--- src/rtl/irq_ctrl_pkg.sv ---
// Shared types and constants for the interrupt controller and its per-source FSMs.
package irq_ctrl_pkg;

   localparam int          NUM_SRC  = 3;
   localparam logic [1:0]  IRQ_NONE = 2'b11;
   localparam logic [7:0]  LOST_MAX = 8'hFF;

   // Bit 0 = pending, bit 1 = in service, so the outputs decode straight from the state.
   typedef enum logic [1:0] {
      ST_IDLE      = 2'b00,
      ST_PEND      = 2'b01,
      ST_SERV      = 2'b10,
      ST_SERV_PEND = 2'b11
   } src_state_e;

   function automatic logic [7:0] lost_add(input logic [7:0] cnt, input logic [1:0] inc);
      logic [8:0] sum;
      sum = {1'b0, cnt} + {7'b0, inc};
      return sum[8] ? LOST_MAX : sum[7:0];
   endfunction

endpackage

--- src/rtl/irq_ctrl_if.sv ---
// CP0-facing signal bundle of the interrupt controller.
interface irq_ctrl_if;
   import irq_ctrl_pkg::*;

   logic [NUM_SRC-1:0] irq_in;
   logic [NUM_SRC-1:0] block;
   logic               has_exp;
   logic               is_eret;
   logic               eret_valid;
   logic [NUM_SRC-1:0] exp_src;
   logic [NUM_SRC-1:0] pending;
   logic [NUM_SRC-1:0] in_service;
   logic [1:0]         irq_id;
   logic [7:0]         lost_cnt;

   modport slave (
      input  irq_in, block, has_exp, is_eret, eret_valid,
      output exp_src, pending, in_service, irq_id, lost_cnt
   );

   modport master (
      output irq_in, block, has_exp, is_eret, eret_valid,
      input  exp_src, pending, in_service, irq_id, lost_cnt
   );

endinterface

--- src/rtl/irq_ctrl_irq_src_fsm.sv ---
// One interrupt source: 2-flop synchronizer, armed rising-edge detect, service-state FSM.
//
// state        | meaning
// ST_IDLE      | nothing outstanding
// ST_PEND      | request waiting for acknowledge
// ST_SERV      | handler running, no new request
// ST_SERV_PEND | handler running, another request queued
module irq_src_fsm
   import irq_ctrl_pkg::*;
(
   input  logic clk,
   input  logic reset,
   input  logic irq_raw,
   input  logic ack,
   input  logic ret,
   output logic pending,
   output logic in_service,
   output logic lost
);

   logic       sync1_q, sync1_d;
   logic       sync2_q, sync2_d;
   logic       prev_q,  prev_d;
   logic       vld1_q,  vld1_d;
   logic       vld2_q,  vld2_d;
   logic       armed_q, armed_d;
   logic       rise;
   src_state_e state_q, state_d;

   // Edges are only honoured once the synchronized line has been seen low,
   // so a line already high at reset release never looks like a new request.
   always_comb begin
      sync1_d = irq_raw;
      sync2_d = sync1_q;
      prev_d  = sync2_q;
      vld1_d  = 1'b1;
      vld2_d  = vld1_q;
      armed_d = armed_q | (vld2_q & ~sync2_q);
      rise    = armed_q & sync2_q & ~prev_q;
      state_d = state_q;
      lost    = 1'b0;
      case (state_q)
         ST_IDLE:      if (rise) state_d = ST_PEND;
         ST_PEND: begin
            if (ack)       state_d = rise ? ST_SERV_PEND : ST_SERV;
            else if (rise) lost    = 1'b1;
         end
         ST_SERV: begin
            if (ret)       state_d = rise ? ST_PEND : ST_IDLE;
            else if (rise) state_d = ST_SERV_PEND;
         end
         ST_SERV_PEND: begin
            if (ret) state_d = ST_PEND;
            lost = rise;
         end
         default:      state_d = ST_IDLE;
      endcase
   end

   always_ff @(posedge clk or negedge reset) begin
      if (!reset) begin
         sync1_q <= 1'b0;
         sync2_q <= 1'b0;
         prev_q  <= 1'b0;
         vld1_q  <= 1'b0;
         vld2_q  <= 1'b0;
         armed_q <= 1'b0;
         state_q <= ST_IDLE;
      end else begin
         sync1_q <= sync1_d;
         sync2_q <= sync2_d;
         prev_q  <= prev_d;
         vld1_q  <= vld1_d;
         vld2_q  <= vld2_d;
         armed_q <= armed_d;
         state_q <= state_d;
      end
   end

   assign pending    = state_q[0];
   assign in_service = state_q[1];

endmodule

--- src/rtl/irq_ctrl.sv ---
// Three-source nested interrupt controller: priority selection, ack/eret routing, lost-edge counter.
module irq_ctrl
   import irq_ctrl_pkg::*;
(
   input  logic       clk,
   input  logic       reset,
   irq_ctrl_if.slave  bus
);

   logic [NUM_SRC-1:0] pend;
   logic [NUM_SRC-1:0] serv;
   logic [NUM_SRC-1:0] lost;
   logic [NUM_SRC-1:0] elig;
   logic [NUM_SRC-1:0] sel;
   logic [NUM_SRC-1:0] ack;
   logic [NUM_SRC-1:0] ret_sel;
   logic [NUM_SRC-1:0] ret;
   logic [1:0]         sel_id;
   logic [1:0]         lost_inc;
   logic [7:0]         lost_cnt_q, lost_cnt_d;
   logic               masked_by_serv;

   for (genvar g = 0; g < NUM_SRC; g++) begin : g_src
      irq_src_fsm u_src (
         .clk        (clk),
         .reset      (reset),
         .irq_raw    (bus.irq_in[g]),
         .ack        (ack[g]),
         .ret        (ret[g]),
         .pending    (pend[g]),
         .in_service (serv[g]),
         .lost       (lost[g])
      );
   end

   // A source is eligible only if nothing of equal or higher priority is in service.
   always_comb begin
      elig    = '0;
      sel     = '0;
      sel_id  = IRQ_NONE;
      ret_sel = '0;
      for (int i = 0; i < NUM_SRC; i++) begin
         masked_by_serv = 1'b0;
         for (int j = i; j < NUM_SRC; j++) masked_by_serv = masked_by_serv | serv[j];
         elig[i] = pend[i] & ~bus.block[i] & ~masked_by_serv;
      end
      masked_by_serv = 1'b0;
      for (int i = 0; i < NUM_SRC; i++) begin
         if (elig[i]) begin
            sel    = '0;
            sel[i] = 1'b1;
            sel_id = 2'(i);
         end
         if (serv[i]) begin
            ret_sel    = '0;
            ret_sel[i] = 1'b1;
         end
      end
   end

   assign ack = bus.has_exp ? sel : '0;
   assign ret = (bus.is_eret & bus.eret_valid) ? ret_sel : '0;

   always_comb begin
      lost_inc   = {1'b0, lost[0]} + {1'b0, lost[1]} + {1'b0, lost[2]};
      lost_cnt_d = lost_add(lost_cnt_q, lost_inc);
   end

   always_ff @(posedge clk or negedge reset) begin
      if (!reset) lost_cnt_q <= 8'h00;
      else        lost_cnt_q <= lost_cnt_d;
   end

   assign bus.exp_src    = sel;
   assign bus.irq_id     = sel_id;
   assign bus.pending    = pend;
   assign bus.in_service = serv;
   assign bus.lost_cnt   = lost_cnt_q;

endmodule

--- src/flat_wrapper.sv ---
// flat-port wrapper written by rule: the top's interface ports become plain ports
module irq_ctrl_flat import irq_ctrl_pkg::*;
  (clk, reset, bus_irq_in, bus_block, bus_has_exp, bus_is_eret, bus_eret_valid, bus_exp_src, bus_pending, bus_in_service, bus_irq_id, bus_lost_cnt);
  irq_ctrl_if bus_i ();
  input  logic clk;
  input  logic reset;
  input wire logic [$bits(bus_i.irq_in)-1:0] bus_irq_in;
  input wire logic [$bits(bus_i.block)-1:0] bus_block;
  input wire logic [$bits(bus_i.has_exp)-1:0] bus_has_exp;
  input wire logic [$bits(bus_i.is_eret)-1:0] bus_is_eret;
  input wire logic [$bits(bus_i.eret_valid)-1:0] bus_eret_valid;
  output wire logic [$bits(bus_i.exp_src)-1:0] bus_exp_src;
  output wire logic [$bits(bus_i.pending)-1:0] bus_pending;
  output wire logic [$bits(bus_i.in_service)-1:0] bus_in_service;
  output wire logic [$bits(bus_i.irq_id)-1:0] bus_irq_id;
  output wire logic [$bits(bus_i.lost_cnt)-1:0] bus_lost_cnt;
  assign bus_i.irq_in = bus_irq_in;
  assign bus_i.block = bus_block;
  assign bus_i.has_exp = bus_has_exp;
  assign bus_i.is_eret = bus_is_eret;
  assign bus_i.eret_valid = bus_eret_valid;
  assign bus_exp_src = bus_i.exp_src;
  assign bus_pending = bus_i.pending;
  assign bus_in_service = bus_i.in_service;
  assign bus_irq_id = bus_i.irq_id;
  assign bus_lost_cnt = bus_i.lost_cnt;
  irq_ctrl u_core (.clk(clk), .reset(reset), .bus(bus_i));
endmodule
--- config.mk ---
export PLATFORM = sky130hd
export DESIGN_NAME = irq_ctrl_flat
export DESIGN_NICKNAME = d
export VERILOG_FILES = /design/src/rtl/irq_ctrl_pkg.sv /design/src/rtl/irq_ctrl_if.sv /design/src/rtl/irq_ctrl_irq_src_fsm.sv /design/src/rtl/irq_ctrl.sv /design/src/flat_wrapper.sv
export SDC_FILE = /design/constraint.sdc
export NUM_CORES = 1
export LEC_CHECK = 0
export ABC_AREA = 1
export BUFFER_PORTS_ARGS = -buffer_cell sky130_fd_sc_hd__buf_4
export CAP_MARGIN = 20
export CELL_PAD_IN_SITES_DETAIL_PLACEMENT = 1
export CELL_PAD_IN_SITES_GLOBAL_PLACEMENT = 1
export CORE_ASPECT_RATIO = 0.7
export CORE_MARGIN = 3
export CORE_UTILIZATION = 37
export CTS_CLUSTER_DIAMETER = 80
export DETAILED_ROUTE_END_ITERATION = 7
export PLACE_DENSITY = 0.76
export SYNTH_ARGS = -nofsm -noshare
export SYNTH_HDL_FRONTEND = slang
export SYNTH_SLANG_ARGS = --single-unit
--- constraint.sdc ---
create_clock -name clk -period 2.8 [get_ports clk]
set_input_delay 0.42 -clock clk [delete_from_list [all_inputs] [get_ports clk]]
set_output_delay 0.42 -clock clk [all_outputs]
set_load 0.01 [all_outputs]
==> impl.org, run 1 <==
** Finish
- Non-filler cells, final :: 287
- Nets@finish :: 263
- The number of antenna diodes in the final layout is 0.
- Of the cells placed in the final design, the portion with a size suffix greater than 1 is 0.3277.
- Filler instances :: 487
- Final Instance Area :: 0.002111 sq mm
- Synthesis-to-finish area growth :: 30.77%

** Route
- The first detailed-routing pass took 4 iterations.
- In the routed design, unresolved DRC markers number 0.
- After detailed routing, the average wire length per cell comes to 12.32 um.
- Number of violations reported at the end of detailed-routing iteration 0 :: 45
- Detailed routing inserted a total of 1,325 vias.
- After detailed routing, the number of vias per cell comes to 4.617.
- Number of antenna-violating nets in the routed design :: 0
- Wires add up to 3536 um.

** Clock network
- TritonCTS sink count :: 28
- Hold buffers post-CTS :: 0
- Clock tree root driver cell :: sky130_fd_sc_hd__clkbuf_8
- Clock tree from TritonCTS :: done
- Total clock buffers created by CTS :: 3
- Clock latency on the worst-skew pair, taken at its later pin, is 0.27 ns.
- H-tree lvl count :: 1
- Clock buffer depth :: 2
- After clock tree synthesis, the clock-pin slew on the worst setup and hold paths is 0.10 ns.

** Placed design
- Timing analysis after detailed placement gives a worst setup slack of -0.07764 ns.
- Global placer's final weighted congestion :: 0.7721
- In this run the cell area measured after placement is 0.001964 sq mm.
- Placed cells :: 280
- After legalization and detailed placement, the total HPWL measured 2831 um.
- Buffers added on ports :: 29

** Logic synthesis
- Summing every instance area after synthesis gives 0.001614 sq mm.
- Number of enable flip-flop cells after synthesis :: 0
- After synthesis the netlist holds a flip-flop and latch count of 28.
- Counting every instance in the synthesized netlist gives 190.
- In the post-synthesis netlist, the biggest area contributors are sky130_fd_sc_hd__dfrtp_1 (43%), sky130_fd_sc_hd__nand2_1 (11%), sky130_fd_sc_hd__ha_1 (11%), sky130_fd_sc_hd__inv_1 (6.7%), sky130_fd_sc_hd__nand3_1 (3.1%).
- The largest total area in the synthesized netlist belongs to sky130_fd_sc_hd__dfrtp_1.
- For this run, the register share of the synthesized area comes to 0.4341.
- Synthesized net count :: 217
- Yosys printed 0 warnings.
- Portion of synthesized cell area occupied by the leading cell type :: 0.4341
- Among all flip-flop cells after synthesis, the most frequent one is sky130_fd_sc_hd__dfrtp_1.
- Post-synth ARST share :: 1.000
- In this run the mean area of a mapped cell was 8.495 sq um.
- Distinct cell type count of the synthesized netlist :: 27

** Global route
- Wire length of the first global-routing pass :: 5885 um
- Most crowded layer after global routing :: met2
- Via count of the first global-routing pass :: 1,277
- Number of antenna violations at the first check in global routing :: 0
- GR Util All Layers :: 0.1432
- Entering global routing, the biggest net connects 29 pins.
- Met3 track demand over resource :: 0.03075
- For this run, global-route usage on met2 was measured as 0.2168.
- Total congestion overflow after global routing :: 0
- For this run, global-route usage on met1 was measured as 0.2113.

** Job
- The tool flagged a number of max-cap violations equal to 0.

** Timing
- Final worst path period need :: 2.631 ns
- Final setup fails :: 0
- Maximum clock rate :: 0.3800 GHz
- The final number of max-transition violations was 0.
- Final cycle utilization of the critical path :: 0.9398
- Final hold violation count :: 0
- Across the routed clock network, the largest skew measured is 0.01022 ns.
- Total negative slack :: 0 ns
- After layout, the worst setup slack is 0.1686 ns.

** Floorplanning
- Overall die width :: 84.94 um
- The initialized floorplan defines 19 standard-cell rows.
- The initial utilization of the core area, before any placement, comes to 0.3970.
- Die Y-Extent :: 61.26 um
- Ports :: 30
- The floorplan step defined a die boundary enclosing 0.005203 sq mm.
- Area of the placeable core :: 0.004065 sq mm

** Power
- Overall power consumption after layout is estimated at 2.092 mW.
- Share of power burned in registers :: 0.309
- Static leakage power :: 1.101 nW
- Switching power share of the total :: 0.4048
- Cell internal power was estimated by the tool at 1.245 mW.
- Dividing total power by cell area gives a power density of 991.3 mW/mm^2.
- The analysis attributes to net switching a power of 0.8470 mW.
- Clock group share of total power :: 0.149
- The share of total power dissipated in combinational logic is 0.542.
- IR analysis of the VDD net gives a maximum drop of 435.3 uV.

** Worst setup path
- Classification of the worst setup path :: reg -> reg
- For the worst setup path, the data arrival time is 2.80 ns.
- STA classifies the critical path endpoint as a flop.
- STA puts the critical path data required time at 2.97 ns.
- The worst setup path is launched from a flop.
- Largest driver fanout on the critical path :: 6

** Worst hold path
- The path class of the tightest hold or removal check is in -> async.

** Run status
- Result of the run :: finished, final reports clean
-- synth_stat cells (2+ instances only) --
| cell | instances |
|---|---|
| sky130_fd_sc_hd__nand3_1 | 10 |
| sky130_fd_sc_hd__nand4_1 | 5 |
| sky130_fd_sc_hd__nor2_1 | 10 |
| sky130_fd_sc_hd__nor2_2 | 3 |
| sky130_fd_sc_hd__o21ai_1 | 2 |
| sky130_fd_sc_hd__a21oi_1 | 6 |
| sky130_fd_sc_hd__dfrtp_1 | 28 |
| sky130_fd_sc_hd__or2_2 | 2 |
| sky130_fd_sc_hd__nand2_2 | 3 |
| sky130_fd_sc_hd__o21ai_0 | 8 |
| sky130_fd_sc_hd__nand2_1 | 48 |
| sky130_fd_sc_hd__fa_1 | 2 |
| sky130_fd_sc_hd__o21bai_1 | 3 |
| sky130_fd_sc_hd__buf_4 | 6 |
| sky130_fd_sc_hd__ha_1 | 14 |
| sky130_fd_sc_hd__inv_1 | 29 |
-- what timing repair did --
item | CTS | global route
gates cloned | 0 | 0
pin swaps | 0 | 1
setup endpoints to repair | 6 | 8
gates resized for setup | 2 | 14
setup buffers | 0 | 3
-- path summary, 6_finish.rpt --
check | startpoint | end | slack, ns | cells after the start
worst max-delay path | u_core.g_src[2].u_src.state_q[1] | u_core.bus.lost_cnt[4] | 0.17 | 14
max in group asynchronous | reset | u_core.g_src[1].u_src.state_q[1] | 2.47 | 1
worst max register to register | u_core.g_src[2].u_src.state_q[1] | u_core.bus.lost_cnt[4] | 0.17 | 14
worst min register to register | u_core.g_src[1].u_src.sync1_q | u_core.g_src[1].u_src.prev_d | 0.35 | 0
worst min-delay path | reset | u_core.bus.lost_cnt[4] | 0.04 | 1
min in group clk | bus_irq_in[2] | u_core.g_src[2].u_src.sync1_q | 0.25 | 1
-- area by class of cell --
class	instances	area, sq um	area share
timing repair buffer	47	352.8	0.1672
clock buffer	3	41.29	0.01956
sequential	28	703.2	0.3331
tap	52	65.06	0.03082
clock inverter	1	30.03	0.01423
multi-input combinational	126	805.8	0.3817
inverter	30	112.6	0.05335
-- layout by cell type, fill, tap and decap left out, types with 4 or more instances in the layout --
master,netlist,layout
sky130_fd_sc_hd__buf_4,6,47
sky130_fd_sc_hd__nand2_1,48,46
sky130_fd_sc_hd__inv_1,29,29
sky130_fd_sc_hd__dfrtp_1,28,26
sky130_fd_sc_hd__ha_1,14,13
sky130_fd_sc_hd__nor2_1,10,8
sky130_fd_sc_hd__nand3_1,10,8
sky130_fd_sc_hd__o21ai_0,8,7
sky130_fd_sc_hd__nand2_2,3,5
sky130_fd_sc_hd__nand4_1,5,5
sky130_fd_sc_hd__a21oi_1,6,4
-- power by group through the flow --
stage	clock [mW]	sequential (mW)	combinational, mW
2_1_floorplan	0	0.644	0.632
3_3_place_gp	0	0.643	1.05
3_5_place_dp	0	0.644	1.08
4_1_cts	0.324	0.639	1.09
5_1_grt	0.338	0.666	1.29
6_report	0.312	0.646	1.13
-- metrics by stage --
stage,util,hold WS [ns]
2_1_floorplan,-,0.1244
3_3_place_gp,0.4832,0.3323
3_5_place_dp,0.4832,0.3373
4_1_cts,0.5023,0.05015
5_1_grt,0.5192,0.05639
6_report,0.5192,0.04494
-- metal layers --
layer	up-vias	share of wire
met3	2	0.059
met4	0	0.0048
met5	-	0
li1	681	-
met1	615	0.54
met2	27	0.39
-- flip-flops by register name, summed over array words and instances (netlist names) --
name and cells:
u_core.bus.lost_cnt 8, u_core.g_src.u_src.state_q 6, u_core.g_src.u_src.armed_q 3, u_core.g_src.u_src.prev_d 3, u_core.g_src.u_src.prev_q 3, u_core.g_src.u_src.sync1_q 3
u_core.g_src.u_src.vld1_q 1, u_core.g_src.u_src.vld2_q 1
-- cells by family (layout without fill, tap and decap cells) --
group / after synthesis / count (layout) / share of synthesized area
other cells: 1 / 1 / 0.002323
buf+inv: 36 / 81 / 0.09767
fa+ha+maj: 16 / 16 / 0.1333
flops: 28 / 28 / 0.4341
compound gates: 20 / 20 / 0.06822
simple gates: 89 / 89 / 0.2643
-- worst max-delay path, cell delays in order, from the launching register on --
cell	delay, ns
sky130_fd_sc_hd__dfrtp_2	0.49
sky130_fd_sc_hd__nor2_4	0.13
sky130_fd_sc_hd__inv_1	0.07
sky130_fd_sc_hd__nor2_2	0.10
sky130_fd_sc_hd__nand3_1	0.10
sky130_fd_sc_hd__nand2_2	0.09
sky130_fd_sc_hd__a21oi_2	0.05
sky130_fd_sc_hd__fa_1	0.44
sky130_fd_sc_hd__ha_2	0.21
sky130_fd_sc_hd__fa_2	0.34
sky130_fd_sc_hd__nand2_2	0.08
sky130_fd_sc_hd__nor2_2	0.04
sky130_fd_sc_hd__or2_2	0.26
sky130_fd_sc_hd__nand2_1	0.06
sky130_fd_sc_hd__nand2_1	0.05
Note: power is estimated with default switching activity, not from simulation.
==> run 2: changes to the inputs <==
- REMOVE_ABC_BUFFERS: unset -> 1
==> run 2 against run 1 <==
  * Core utilization increased by 0.37 points
  * Clock-buffer cell count stayed put
  * Sequential power about the same
  * Non-clock buffer count fell by 2
  * Clock skew down 0.0072 ns
  * First-iteration DRC count decreased by 16%
  * Global-route usage is 1.5 points higher
  * Sequential share of layout area is 0.24 points lower
  * Worst setup slack worse by 0.068 ns
  * Combinational power about the same
  * Clock power rose by 2%
  * Routed wire length rose by 12%
  * Critical endpoint unchanged
==> impl.org, run 2 (synthesized netlist as in run 1, its figures left out) <==
** Route
- Using the TritonRoute via totals, the vias-per-cell ratio works out to 4.846.
- For this block, the via count after detailed routing is 1,381.
- The first TritonRoute pass finished after 4 iterations.
- Average wire length per cell after detail routing :: 13.90 um
- The detail route stage leaves a number of antenna-violating nets equal to 0.
- The routed design has 3961 um of wire.
- After detailed routing, the number of remaining DRC violations is 0.
- Number of violations reported at the end of detailed-routing iteration 0 :: 38

** Global route
- Across every metal layer, demand over resource in global routing totals 0.1579.
- Via count of the first global-routing pass :: 1,385
- Number of antenna violations at the first check in global routing :: 0
- Wire length of the first global-routing pass :: 6513 um
- Total congestion overflow after global routing :: 0
- Largest net degree at the start of global routing :: 29

** Floorplanning
- Overall die width :: 84.94 um
- Die Y-Extent :: 61.26 um
- Area of the placeable core :: 0.004065 sq mm
- Initial Utilization :: 0.3970
- Full die area :: 0.005203 sq mm
- Ports :: 30
- Number of cell rows :: 19

** Placed design
- Global placer's final weighted congestion :: 0.7673
- HPWL after detailed placement :: 3005 um
- Setup slack at placement :: -0.08741 ns
- After detailed placement, the total cell area comes to 0.001949 sq mm.
- Buffers added on ports :: 29

** Worst setup path
- Classification of the worst setup path :: reg -> reg
- Data required time of the critical path :: 2.97 ns
- Largest driver fanout on the critical path :: 4
- Worst reg2reg startpoint :: u_core.g_src[2].u_src.state_q[1]
- The number of cells on the worst reg-to-reg path is 14.
- The critical path crosses 14 cells after its start point.
- The critical path ends at u_core.bus.lost_cnt[4].
- Critical Path Sink Type :: flop
- The number of buffers and inverters on the critical path is 1.
- Critical Path Source Type :: flop
- R2r setup slk :: 0.10 ns
- The critical path goes through nor2_4 -> inv_2 -> nor2_2 -> nand3_2 -> nand2_2 -> a21oi_1 -> fa_1 -> ha_2 -> fa_2 -> nand2_4 -> nor2_4 -> or2_2 -> nand2_1 -> nand2_1.
- The endpoint identified for the worst register-to-register timing path is u_core.bus.lost_cnt[4].
- Crit path from :: u_core.g_src[2].u_src.state_q[1]
- CP peak stage delay :: 0.48 ns
- Cell family contributing the most delay on the critical path :: adder cells
- Among all stages on the critical path, the largest delay is contributed by sky130_fd_sc_hd__dfrtp_2.
- At the worst endpoint, the arrival time is 2.87 ns.

** Timing
- For the final routed database, the setup TNS stands at 0 ns.
- Maximum clock rate :: 0.3705 GHz
- Setup slack closes at 0.1007 ns.
- Subtracting the final worst setup slack from the clock period gives 2.699 ns.
- For the final database, setup skew stands at 0.003071 ns.
- Final setup fails :: 0
- The final number of max-transition violations was 0.
- Final hold violation count :: 0
- Of the available clock period, the critical path in the final layout requires 0.9640.

** Power
- The analysis attributes to cell leakage a power of 1.110 nW.
- Power spread over the standard cell area amounts to 997.5 mW/mm^2.
- Peak supply drop :: 468.3 uV

** Clock network
- Total clock buffers created by CTS :: 3
- Clock transition at the register clock pins on the worst setup and hold paths after CTS :: 0.10 ns
- Clock buffer depth :: 2
- TritonCTS built the clock tree.
- TritonCTS sink count :: 28
- Skew-Pair Late Insertion Delay :: 0.27 ns
- H-tree lvl count :: 1
- After clock tree synthesis, the flow added hold-fix buffers numbering 0.
- Clock tree root driver cell :: sky130_fd_sc_hd__clkbuf_8

** Worst hold path
- Min-Delay Path Class :: in -> async

** Finish
- Flip-flop count of the largest register after layout :: 8
- Leaving out fill and tap cells, the most frequent cell in the layout is sky130_fd_sc_hd__nand2_1.
- Final Instance Area :: 0.002126 sq mm
- Highest-count cells in the layout ignoring fill and taps :: sky130_fd_sc_hd__nand2_1 (46), sky130_fd_sc_hd__buf_4 (45), sky130_fd_sc_hd__inv_1 (27)
- From synthesis to final layout, the design area changed by 31.71%.
- 0 antenna diodes ended up in the layout.
- Fraction of layout instances using a drive strength above 1 :: 0.3433
- The final layout contains 261 nets.
- At the end of the flow the core is filled with cells to 0.5229.

** Job
- Max-cap violations in this run came to 0.

** Run status
- The run finished with clean final reports.
## run 2: cell types whose count changed in the layout (fill, tap and decap cells not counted), moves of 2 or more
cell,delta
sky130_fd_sc_hd__inv_1,-2
sky130_fd_sc_hd__buf_4,-2
sky130_fd_sc_hd__nand2_4,+2
sky130_fd_sc_hd__nand2_2,-2
sky130_fd_sc_hd__o21ai_0,-2
sky130_fd_sc_hd__nand3_2,+2
sky130_fd_sc_hd__nand3_1,-2
## run 2: through the flow
step                std cells  hold WS (ns)  total power, mW
finish                    285       0.04311            2.121
global route              285       0.05713            2.323
CTS                       284       0.05612            2.057
detailed placement        278        0.3413            1.701
global placement          278        0.3334            1.676
floorplan                 184        0.1244            1.228
## run 2: layout make-up
class,instances,area [sq um]
tap,52,65.06
timing repair buffer,45,337.8
clock inverter,1,30.03
fill,487,1939
sequential,28,703.2
inverter,30,115.1
clock buffer,3,41.29
multi-input combinational,126,833.3
## run 2: how the worst min path moves through the flow
stage / to / slack [ns] / cells after the start
3_5_place_dp: u_core.g_src[1].u_src.prev_d / 0.34 / 0
5_1_grt: u_core.bus.lost_cnt[4] / 0.06 / 1
4_1_cts: u_core.bus.lost_cnt[4] / 0.06 / 1
6_report: u_core.g_src[0].u_src.state_q[0] / 0.04 / 1
3_3_place_gp: u_core.g_src[1].u_src.prev_d / 0.33 / 0
2_1_floorplan: u_core.bus.lost_cnt[0] / 0.12 / 0
## run 2: timing repair
action | in CTS | in global routing
setup buffers | 2 | 1
endpoints found under the setup margin | 6 | 8
pin swaps | 0 | 8
resized for setup | 2 | 25
## run 2: power by group
| part | internal [mW] | switching [mW] | leakage, nW |
|---|---|---|---|
| Combinational | 0.535 | 0.621 | 0.754 |
| Sequential | 0.509 | 0.137 | 0.321 |
| Clock | 0.191 | 0.127 | 0.0357 |
| Total | 1.24 | 0.885 | 1.11 |
## run 2: layer usage
layer,GRT usage,routed length [um]
met1,0.2241,1915
met2,0.2655,1896
met3,0.02273,132
met4,0.02709,16
met5,0,0
==> run 3: changes to the inputs <==
- CORE_MARGIN: 3 -> 4
==> run 3 against run 2 <==
  * Register-to-register slack about the same
  * Worst setup slack worse by 0.015 ns
  * Core utilization up 0.65 points
  * Flip-flop and latch count unchanged
==> impl.org, run 3 (synthesized netlist as in run 1, its figures left out) <==
** Timing
- The final number of max-transition violations came to 0.
- Layout Skew :: 0.002303 ns
- Setup repair after global routing could not meet its margin everywhere.
- Subtracting the final worst setup slack from the clock period gives 2.714 ns.
- Total negative slack :: 0 ns
- Dividing the final minimum period by the clock period gives 0.9693.
- Once routing completed, OpenROAD measured the worst setup slack at 0.08604 ns.
- Maximum clock rate :: 0.3685 GHz
- Final hold violation count :: 0
- Final setup fails :: 0
- Final hold analysis gives a worst-case slack of 0.04646 ns.

** Power
- In this run the power density over the cells is 1007 mW/mm^2.
- Of the total power, combinational logic draws 0.559.
- The design draws 2.167 mW.
- Share of power burned in registers :: 0.294
- Switching power share of the total :: 0.4174
- Peak supply drop :: 468.5 uV
- Summed over all nets, the switching power comes to 0.9044 mW.
- Clock group share of total power :: 0.147
- The internal portion of the total power is 1.262 mW.
- Static leakage power :: 1.119 nW

** Route
- Post-detailed-route via-to-cell ratio :: 4.712
- In the routed design, unresolved DRC markers number 0.
- The detailed router finished its first iteration with 37 violations.
- Once detail routing completed, the nets flagged for antenna violations numbered 0.
- WL final :: 3980 um
- Average wire length per cell after detail routing :: 13.82 um
- For this run, the detailed router's first-pass iteration total came to 4.
- Summing over every cut layer, the via total after detailed routing is 1,357.

** Worst setup path
- Critical Path Source Type :: flop
- Critical Path Sink Type :: flop
- In this run the worst path has a maximum fanout of 5.
- The setup path with the least slack is of type reg -> reg.
- Data required time of the critical path :: 2.97 ns
- R2r setup slk :: 0.09 ns
- For the worst setup path, the data arrival time is 2.89 ns.

** Finish
- Once layout is done, the placed cells without fillers occupy 0.002152 sq mm.
- Flip-flop count of the largest register after layout :: 8
- Non-filler cells, final :: 288
- Inserted Diodes :: 0
- Core occupancy in the finished layout :: 0.5294
- Nets@finish :: 264
- The area growth from synthesis to layout is 33.33%.
- Leading cell type in the layout, fill and taps excluded :: sky130_fd_sc_hd__buf_4
- The layout has 481 filler cells.
- Highest-count cells in the layout ignoring fill and taps :: sky130_fd_sc_hd__buf_4 (47), sky130_fd_sc_hd__nand2_1 (45), sky130_fd_sc_hd__inv_1 (27), sky130_fd_sc_hd__dfrtp_1 (27), sky130_fd_sc_hd__ha_1 (12)
- Fraction of layout instances using a drive strength above 1 :: 0.3517

** Placed design
- Buffers added on ports :: 29
- Detailed placement ended at an HPWL of 3010 um.
- Summing all placed instances gives a cell area of 0.001949 sq mm.
- The number of placed instances, taps included, is 278.
- Setup slack at placement :: -0.1334 ns
- Routability-driven placement finished with a final weighted congestion of 0.7873.

** Worst hold path
- Min-Delay Path Class :: in -> async

** Global route
- Number of antenna violations at the first check in global routing :: 0
- Global routing finished with a remaining overflow of 0.
- Entering global routing, the biggest net connects 29 pins.
- The first global-routing pass estimated 6686 um of wire.
- The number of global-route vias before repair was 1,418.
- Across every metal layer, demand over resource in global routing totals 0.1508.

** Floorplanning
- Area of the placeable core :: 0.004065 sq mm
- Die Y-Extent :: 63.26 um
- The floorplan step set the die width to 86.94 um.
- Full die area :: 0.005500 sq mm
- In this run the count of I/O pins placed on the die edge is 30.
- Initial Utilization :: 0.3970
- The floorplan has 19 rows.

** Job
- Count of maximum capacitance violations :: 0

** Clock network
- After clock tree synthesis, the flow added hold-fix buffers numbering 0.
- Counting along the longest clock path gives a buffer depth of 2.
- Total clock buffers created by CTS :: 3
- Clock latency on the worst-skew pair, taken at its later pin, is 0.27 ns.
- TritonCTS sink count :: 28
- CTS placed an instance of sky130_fd_sc_hd__clkbuf_8 at the clock tree root.
- TritonCTS built the clock tree.
- H-tree lvl count :: 1
- Clock transition at the register clock pins on the worst setup and hold paths after CTS :: 0.09 ns

** Run status
- Result of the run :: finished, final reports clean
run 3: power groups by stage:
stage	sequential [mW]	clock [mW]	combinational, mW
5_1_grt	0.658	0.345	1.36
3_5_place_dp	0.636	0	1.08
2_1_floorplan	0.664	0	0.564
3_3_place_gp	0.630	0	1.04
4_1_cts	0.626	0.329	1.11
6_report	0.636	0.318	1.21
run 3: worst paths after layout:
check,startpoint,endpoint,cells past startpoint
hold reg to reg,u_core.g_src[1].u_src.sync1_q,u_core.g_src[1].u_src.prev_d,0
min in group clk,bus_irq_in[0],u_core.g_src[0].u_src.sync1_q,1
hold / removal,reset,u_core.g_src[0].u_src.state_q[0],1
setup reg to reg,u_core.g_src[2].u_src.state_q[1],u_core.bus.lost_cnt[4],13
setup / recovery,u_core.g_src[2].u_src.state_q[1],u_core.bus.lost_cnt[4],13
max in group asynchronous,reset,u_core.g_src[2].u_src.state_q[1],1
run 3: layout make-up:
type                       instances  area (sq um)  area share
clock inverter                     1         30.03     0.01395
multi-input combinational        126         834.6      0.3878
clock buffer                       3         41.29     0.01919
sequential                        28         701.9      0.3262
tap                               52         65.06     0.03023
timing repair buffer              48         364.1      0.1692
inverter                          30         115.1     0.05349
run 3: per-layer routing:
layer / up-vias / part of all wire / global-route usage
li1: 685 / - / -
met1: 642 / 0.49 / 0.2163
met2: 26 / 0.46 / 0.2367
met3: 4 / 0.038 / 0.02865
met4: 0 / 0.0065 / 0.02918
met5: - / 0 / 0
run 3: critical path, stage by stage (launching register included):
cell                      delay, ns
sky130_fd_sc_hd__dfrtp_2       0.48
sky130_fd_sc_hd__buf_6         0.15
sky130_fd_sc_hd__nor3_4        0.16
sky130_fd_sc_hd__nand2_1       0.09
sky130_fd_sc_hd__nand2_2       0.10
sky130_fd_sc_hd__a21oi_2       0.07
sky130_fd_sc_hd__fa_1          0.44
sky130_fd_sc_hd__ha_2          0.21
sky130_fd_sc_hd__fa_2          0.37
sky130_fd_sc_hd__nand2_2       0.10
sky130_fd_sc_hd__nor2_4        0.05
sky130_fd_sc_hd__or2_2         0.27
sky130_fd_sc_hd__nand2_1       0.06
sky130_fd_sc_hd__nand2_1       0.05
run 3: what timing repair did:
item,in CTS,in global routing
pin swaps,1,10
buffers inserted,1,5
setup endpoints to repair,7,8
resized for setup,3,25
gates cloned,0,0
